### src/rtl/op_cmd_sequencer_pkg.sv
// Shared types and defaults for the command-driven AND/OR sequencer.
// Used by the sequencer, its ALU and its bus interface.
package op_cmd_sequencer_pkg;
  localparam int DATA_W_DEF = 32;
  localparam int ADDR_W_DEF = 3;
  localparam int CNT_W_DEF  = 8;

  localparam logic MODE_AND = 1'b0;
  localparam logic MODE_OR  = 1'b1;

  typedef enum logic [2:0] {IDLE, RD_A, RD_B, EXEC, WR} state_e;
endpackage

### src/rtl/op_cmd_sequencer_if.sv
// Command handshake plus the single-port scratch-memory bus.
// slave = sequencer side, master = command source / memory side.
interface op_cmd_sequencer_if
  import op_cmd_sequencer_pkg::*;
#(
  parameter int ADDR_W = ADDR_W_DEF,
  parameter int DATA_W = DATA_W_DEF
);
  logic              cmd_valid;
  logic              cmd_ready;
  logic [ADDR_W-1:0] cmd_a_addr;
  logic [ADDR_W-1:0] cmd_b_addr;
  logic [ADDR_W-1:0] cmd_c_addr;
  logic              cmd_mode;
  logic [ADDR_W-1:0] mem_addr;
  logic [DATA_W-1:0] mem_rdata;
  logic [DATA_W-1:0] mem_wdata;
  logic              mem_wmode;

  modport slave (
    input  cmd_valid, cmd_a_addr, cmd_b_addr, cmd_c_addr, cmd_mode, mem_rdata,
    output cmd_ready, mem_addr, mem_wdata, mem_wmode
  );
  modport master (
    output cmd_valid, cmd_a_addr, cmd_b_addr, cmd_c_addr, cmd_mode, mem_rdata,
    input  cmd_ready, mem_addr, mem_wdata, mem_wmode
  );
endinterface

### src/rtl/op_cmd_sequencer_alu.sv
// Combinational bitwise AND/OR of two operand words.
module op_alu
  import op_cmd_sequencer_pkg::*;
#(
  parameter int DATA_W = DATA_W_DEF
) (
  input  logic [DATA_W-1:0] a_i,
  input  logic [DATA_W-1:0] b_i,
  input  logic              mode_i,
  output logic [DATA_W-1:0] y_o
);
  assign y_o = (mode_i == MODE_OR) ? (a_i | b_i) : (a_i & b_i);
endmodule

### src/rtl/op_cmd_sequencer.sv
// Accepts one command at a time, reads A then B, computes AND/OR and
// writes the result back; five cycles per command including accept.
module op_cmd_sequencer
  import op_cmd_sequencer_pkg::*;
#(
  parameter int DATA_W = DATA_W_DEF,
  parameter int ADDR_W = ADDR_W_DEF,
  parameter int CNT_W  = CNT_W_DEF
) (
  input  logic               clk,
  input  logic               rst,
  op_cmd_sequencer_if.slave  bus,
  output logic               done_o,
  output logic [DATA_W-1:0]  result_o,
  output logic               busy_o,
  output logic [CNT_W-1:0]   op_count_o
);
  typedef struct packed {
    logic [ADDR_W-1:0] a;
    logic [ADDR_W-1:0] b;
    logic [ADDR_W-1:0] c;
    logic              mode;
  } cmd_t;

  state_e             state_q, state_d;
  cmd_t               cmd_q, cmd_d;
  logic [DATA_W-1:0]  a_q, a_d, b_q, b_d, res_q, res_d, alu_y;
  logic [CNT_W-1:0]   cnt_q, cnt_d;
  logic               ready;
  logic [ADDR_W-1:0]  addr;
  logic [DATA_W-1:0]  wdata;
  logic               wmode, done;

  op_alu #(.DATA_W(DATA_W)) u_alu (
    .a_i   (a_q),
    .b_i   (b_q),
    .mode_i(cmd_q.mode),
    .y_o   (alu_y)
  );

  always_ff @(posedge clk or posedge rst) begin
    if (rst) begin
      state_q <= IDLE;
      cmd_q   <= '0;
      a_q     <= '0;
      b_q     <= '0;
      res_q   <= '0;
      cnt_q   <= '0;
    end else begin
      state_q <= state_d;
      cmd_q   <= cmd_d;
      a_q     <= a_d;
      b_q     <= b_d;
      res_q   <= res_d;
      cnt_q   <= cnt_d;
    end
  end

  // Memory outputs decode from state, so reset clears them (and the write) at once.
  always_comb begin
    state_d = state_q;
    cmd_d   = cmd_q;
    a_d     = a_q;
    b_d     = b_q;
    res_d   = res_q;
    cnt_d   = cnt_q;
    ready   = 1'b0;
    addr    = '0;
    wdata   = '0;
    wmode   = 1'b0;
    done    = 1'b0;
    case (state_q)
      IDLE: begin
        ready = 1'b1;
        if (bus.cmd_valid) begin
          cmd_d   = '{a: bus.cmd_a_addr, b: bus.cmd_b_addr,
                      c: bus.cmd_c_addr, mode: bus.cmd_mode};
          state_d = RD_A;
        end
      end
      RD_A: begin
        addr    = cmd_q.a;
        a_d     = bus.mem_rdata;
        state_d = RD_B;
      end
      RD_B: begin
        addr    = cmd_q.b;
        b_d     = bus.mem_rdata;
        state_d = EXEC;
      end
      EXEC: begin
        addr    = cmd_q.c;
        res_d   = alu_y;
        state_d = WR;
      end
      WR: begin
        addr    = cmd_q.c;
        wdata   = res_q;
        wmode   = 1'b1;
        done    = 1'b1;
        cnt_d   = cnt_q + 1'b1;
        state_d = IDLE;
      end
      default: state_d = IDLE;
    endcase
  end

  assign bus.cmd_ready = ready & ~rst;
  assign bus.mem_addr  = addr;
  assign bus.mem_wdata = wdata;
  assign bus.mem_wmode = wmode;
  assign done_o        = done;
  assign result_o      = res_q;
  assign busy_o        = (state_q != IDLE);
  assign op_count_o    = cnt_q;
endmodule

### src/flat_wrapper.sv
// flat-port wrapper written by rule: the top's interface ports become plain ports
module op_cmd_sequencer_flat import op_cmd_sequencer_pkg::*;
#(
  parameter int DATA_W = DATA_W_DEF,
  parameter int ADDR_W = ADDR_W_DEF,
  parameter int CNT_W  = CNT_W_DEF
)
  (clk, rst, done_o, result_o, busy_o, op_count_o, bus_cmd_valid, bus_cmd_a_addr, bus_cmd_b_addr, bus_cmd_c_addr, bus_cmd_mode, bus_mem_rdata, bus_cmd_ready, bus_mem_addr, bus_mem_wdata, bus_mem_wmode);
  op_cmd_sequencer_if #(.ADDR_W(ADDR_W), .DATA_W(DATA_W)) bus_i ();
  input  logic clk;
  input  logic rst;
  output logic done_o;
  output logic [DATA_W-1:0] result_o;
  output logic busy_o;
  output logic [CNT_W-1:0] op_count_o;
  input wire logic [$bits(bus_i.cmd_valid)-1:0] bus_cmd_valid;
  input wire logic [$bits(bus_i.cmd_a_addr)-1:0] bus_cmd_a_addr;
  input wire logic [$bits(bus_i.cmd_b_addr)-1:0] bus_cmd_b_addr;
  input wire logic [$bits(bus_i.cmd_c_addr)-1:0] bus_cmd_c_addr;
  input wire logic [$bits(bus_i.cmd_mode)-1:0] bus_cmd_mode;
  input wire logic [$bits(bus_i.mem_rdata)-1:0] bus_mem_rdata;
  output wire logic [$bits(bus_i.cmd_ready)-1:0] bus_cmd_ready;
  output wire logic [$bits(bus_i.mem_addr)-1:0] bus_mem_addr;
  output wire logic [$bits(bus_i.mem_wdata)-1:0] bus_mem_wdata;
  output wire logic [$bits(bus_i.mem_wmode)-1:0] bus_mem_wmode;
  assign bus_i.cmd_valid = bus_cmd_valid;
  assign bus_i.cmd_a_addr = bus_cmd_a_addr;
  assign bus_i.cmd_b_addr = bus_cmd_b_addr;
  assign bus_i.cmd_c_addr = bus_cmd_c_addr;
  assign bus_i.cmd_mode = bus_cmd_mode;
  assign bus_i.mem_rdata = bus_mem_rdata;
  assign bus_cmd_ready = bus_i.cmd_ready;
  assign bus_mem_addr = bus_i.mem_addr;
  assign bus_mem_wdata = bus_i.mem_wdata;
  assign bus_mem_wmode = bus_i.mem_wmode;
  op_cmd_sequencer #(.DATA_W(DATA_W), .ADDR_W(ADDR_W), .CNT_W(CNT_W)) u_core (.clk(clk), .rst(rst), .bus(bus_i), .done_o(done_o), .result_o(result_o), .busy_o(busy_o), .op_count_o(op_count_o));
endmodule
### config.mk
export PLATFORM = sky130hd
export DESIGN_NAME = op_cmd_sequencer_flat
export DESIGN_NICKNAME = d
export VERILOG_FILES = /design/src/rtl/op_cmd_sequencer_pkg.sv /design/src/rtl/op_cmd_sequencer_if.sv /design/src/rtl/op_cmd_sequencer_alu.sv /design/src/rtl/op_cmd_sequencer.sv /design/src/flat_wrapper.sv
export SDC_FILE = /design/constraint.sdc
export NUM_CORES = 1
export LEC_CHECK = 0
export CORE_MARGIN = 4
export CORE_UTILIZATION = 45
export DETAILED_ROUTE_END_ITERATION = 10
export MAX_ROUTING_LAYER = met4
export PLACE_DENSITY = 0.74
export SLEW_MARGIN = 20
export SYNTH_ARGS = -nofsm -noshare
export SYNTH_HDL_FRONTEND = slang
export SYNTH_SLANG_ARGS = --single-unit
export TNS_END_PERCENT = 10
### constraint.sdc
create_clock -name clk -period 4.8 [get_ports clk]
set_input_delay 0.96 -clock clk [delete_from_list [all_inputs] [get_ports clk]]
set_output_delay 0.96 -clock clk [all_outputs]
set_load 0.02 [all_outputs]
## Word level (Yosys, flattened, before mapping)

Index checks and enable logic that the tools add are counted.

- Input bits: 45
- Output and inout bits: 79
- Bits in registers: 117
- Word-level logic and storage cells: 30

- Equal/unequal tests: 5
- Mux-type cells: 7
- Add/sub/neg operators: 1
- Bitwise gates (word level): 4
- Reductions and logical operators: 4

Operators with widths:

| operator | number |
|---|---|
| $mux 32 | 2 |
| $and 32x32->32 | 1 |
| $or 32x32->32 | 1 |
| $pmux 3 s4 | 1 |
| $pmux 3 s3 | 1 |
| $add 8x1->8 const B | 1 |
| $eq 3x2->1 const B | 2 |
| $eq 3x1->1 const B | 1 |
| $eq 3x3->1 const B | 1 |
| $logic_not 3->1 | 1 |
| $mux 3 | 1 |
| $reduce_bool 3->1 | 1 |
| $mux 1 | 2 |
| $ne 2x2->1 const B | 1 |
| $reduce_and 2->1 | 1 |
| $reduce_or 2->1 | 1 |
| $and 1x1->1 | 1 |
| $not 1->1 | 1 |

## Longest topological paths before layout

- Depth in word-level cells: 3
- Depth in mapped cells: 6
- Gate-level depth less buffers: 4

## Modules after synthesis

Synthesis repeated with hierarchy kept, for this count alone.

- Cell total of the unflattened synthesis: 354
- Area, all modules: 5167.5 µm²

Modules (own cells, without submodules):

| module | area each (µm²) | instances | cells each | sequential area each (µm²) |
|---|---|---|---|---|
| op_cmd_sequencer | 4775.8 | 1 | 319 | 2927.8 |
| op_alu | 391.6 | 1 | 35 | 0.0 |

## Worst setup path after synthesis

Ideal clock, no wire load.

- Kind: flip-flop to output port
- Start point: register u_core.state_q[2]
- End point: output bus_mem_addr[0]
- Path slack: 2.455 ns
- Data arrival time: 1.385 ns
- Stages on the path, launching flop included: 6
- Path buffers: 2
- Data required time: 3.840 ns
- Cells stage by stage: dfrtp_1 -> buf_2 -> nor3b_4 -> buf_2 -> nand2_1 -> o21ai_0

- Cells in the longest elaborated chain, start to end: 3
- Elaborated cells between the ends (all ways): 6
- Classes of those cells: eq/ne: 4; mux: 1; reduce/logical: 1

RTL lines:

| what | line | RTL |
|---|---|---|
| start, declared | op_cmd_sequencer.sv:25 | `state_e state_q, state_d;` |
| start signal, assigned | op_cmd_sequencer.sv:50 | `state_q <= state_d;` |
| $eq 3x3->1 / $eq 3x2->1 (equally long branches) | op_cmd_sequencer.sv:72 | `case (state_q)` |
| $reduce_or 2->1 (no line) | - |  |
| $pmux 3 s3 (*) | op_cmd_sequencer.sv:72 |  |
| end, declared | flat_wrapper.sv:23 | `output wire logic [$bits(bus_i.mem_addr)-1:0] bus_mem_addr;` |

Every way passes the cells marked *; elsewhere a longest branch is shown, timed or not.

## Worst setup path after layout

- Start point: register u_core.state_q[2]
- End point: output bus_mem_addr[1]

The elaborated chain is that of the path after synthesis.

==> flow_summary.toml <==
[run_status]
run_status = "finished, final reports clean"

[place]
place_congestion = 0.737
pre_cts_slack_ps = 1420
place_hpwl_um = 7160
place_area_um2 = 6400
numPortBuffers = 123

[timing]
fin_skew_ps = 8.63
finalSetupViolations = 0
hold_viol = 0
max_slew_margin_pct = 52.9
report.final.slew_viol_count = 0
fin_setup_tns_ps = 0
fmax_mhz = 265
finalCriticalPeriod_ps = 3780
worst_slew_pin_slew_ps = 706
fin_ws_ps = 1020
whs_ps = 473
rsz0062_at_grt = "no"
fin_crit_sh_pct = 78.7

[power]
power_density_nw_per_um2 = 724
ir_worst_vdd_mv = 0.399
power_mw = 5.12
total_leakage_power_nw = 2.99

[clock_network]
cts.sink_count = 117
clock_path_buffers = 2
root_buffer = "clkbuf_16"
post-cts-setup-buffers = 0
clkTransAtPathRegs_ps = 50
cts-resized-gates = 0
clk_latency_ps = 410
cts_max_level = 4
cts_tree = "yes"
cts_hold_buf = 0
cts_buffers = 17

[synth]
synth-seq-area-share_pct = 57.4
ys_async_sr_fraction_pct = 100
synth-seq-cells = 117
yosysUniqueCellTypes = 28
syn_inst = 423
synthFlopType = "dfrtp_1"
synth_fp_nets = 469
syn_area_um2 = 5100
synth_warnings = 0
synth.avg_cell_area_um2 = 12.1
synth-edff-count = 0

[cells_and_area]
drive_above_1_share_pct = 21.3
regArea_um2 = 2930
nFillCells = 892
fin_area_um2 = 7070
num_antenna_cells = 0
area_growth_pct = 38.5
nNetsFinal = 589
multiInputGateArea_um2 = 2010

[hold_path]
min_from = "u_core.op_count_o[7]"
min_path_type = "reg2reg"
hold_depth = 1
holdPathEnd = "u_core.op_count_o[7]"

[global_route]
grt_max_degree = 80
gr-usage-all-layers_pct = 18.4
antenna_found_initial = 0
grt_pass1_vias = 3794
overflow = 0
grt_pass1_wl_um = 18300

[routing]
wl_met2_um = 5620
met1_length_um = 4630
vias = 3627
drc = 0
highest_layer = "met4"
ant_nets = 0
route.met3.wl_um = 618
drt_pass1_iterations = 4
drt-wirelength-per-cell_um = 15.8
routed_wl_um = 11000
drtIter0Drc = 118
viasPerCell = 5.22

[critical_path]
crit_slowest_cell = "nor3b_4"
critPathArrivalTime_ps = 2820
path_class = "reg2out"
r2r_cells = 3
crit_fanout = 27
critPathLaunchType = "flop"
reg2reg_slack_ps = 2700
r2r-end = "u_core.op_count_o[1]"
path_cells = "nor3b_4 -> buf_4 -> nand2_1 -> o21ai_0 -> clkdlybuf4s50_1"
required_ps = 3840
cp-end-kind = "output port"
crit_buf_inv = 2
max_stage_delay_ps = 660
crit_family = "buffers and inverters"
timing.rr.start = "u_core.state_q[2]"

[floorplan]
design.core.area_um2 = 11000
ioPinCount = 124
dieArea_um2 = 13100
rows = 38
initial_core_util_pct = 46.5
fp.dieW_um = 114
fp.dieH_um = 114

[job]
cap_violations = 0
layout make-up:
cell class | instances | area share [%]
inverters | 3 | 0.230
clock inverters | 9 | 2.44
well taps | 140 | 2.48
repair buffers | 129 | 18.1
flip-flops and latches | 117 | 41.5
multi-input cells | 275 | 28.5
clock buffers | 22 | 6.85
synth_stat cells, drive strengths merged (3+ instances only):
library cell / count / area [um2]
and2: 32 / 200
nor2: 35 / 148
o21ai: 3 / 15.0
mux2: 78 / 878
clkbuf: 8 / 30.0
a22oi: 3 / 22.5
inv: 3 / 11.3
buf: 20 / 124
and3: 3 / 18.8
nor3b: 3 / 56.3
xnor2: 6 / 52.6
o31ai: 32 / 240
nand4: 3 / 18.8
nand2: 38 / 143
a21oi: 32 / 160
dfrtp: 117 / 2930
power by group:
group / internal (mW) / total, mW / switching, mW / leakage [nW]
logic: 0.984 / 1.84 / 0.853 / 1.25
registers: 1.47 / 1.89 / 0.423 / 1.42
clock network: 0.970 / 1.39 / 0.419 / 0.322
cells by family (layout without fill, tap and decap cells):
group	after synthesis	after routing	synth area share (%)
AO/OA/AOI/OAI	70	70	8.58
XOR/XNOR	7	7	1.20
adder cells (fa/ha/maj)	1	1	0.245
buffers and inverters	31	163	3.24
flip-flops	117	117	57.4
AND/OR/NAND/NOR	119	119	12.2
multiplexers	78	78	17.2
sequential cells by signal, indices dropped and copies added, names as in the netlist:
register,flops
u_core.a_q,32
u_core.b_q,32
u_core.result_o,32
u_core.cmd_q,10
u_core.op_count_o,8
u_core.state_q,3
placed cells by master (no fill, tap or decap), types with 6 or more instances in the layout:
cell type	count
clkdlybuf4s50_1	123
dfrtp_1	116
mux2_2	74
nand2_1	38
nor2_1	34
a21oi_1	32
o31ai_1	32
and2_1	32
clkbuf_16	17
xnor2_1	6
buf_4	6
worst max-delay path by stage:
stage | from | to | slack, ps | cells past startpoint
3_3_place_gp | u_core.state_q[2] | bus_mem_addr[1] | 1470 | 5
5_1_grt | u_core.state_q[2] | bus_mem_addr[1] | 820 | 5
6_report | u_core.state_q[2] | bus_mem_addr[1] | 1020 | 5
4_1_cts | u_core.state_q[2] | bus_mem_addr[1] | 970 | 5
3_5_place_dp | u_core.state_q[2] | bus_mem_addr[1] | 1420 | 5
2_1_floorplan | rst | u_core.a_q[0] | 740 | 1
per-stage QoR:
step	std cells	util (%)
floorplan	423	-
global placement	664	58.3
detailed placement	664	58.3
CTS	695	64.3
global route	695	64.3
finish	695	64.3
layer usage:
layer,GRT usage (%),vias up
met5,-,-
met4,6.65,0
met3,5.07,13
met2,30.1,86
met1,21.7,1821
li1,-,1707
Power figures use the tool's default switching activity.
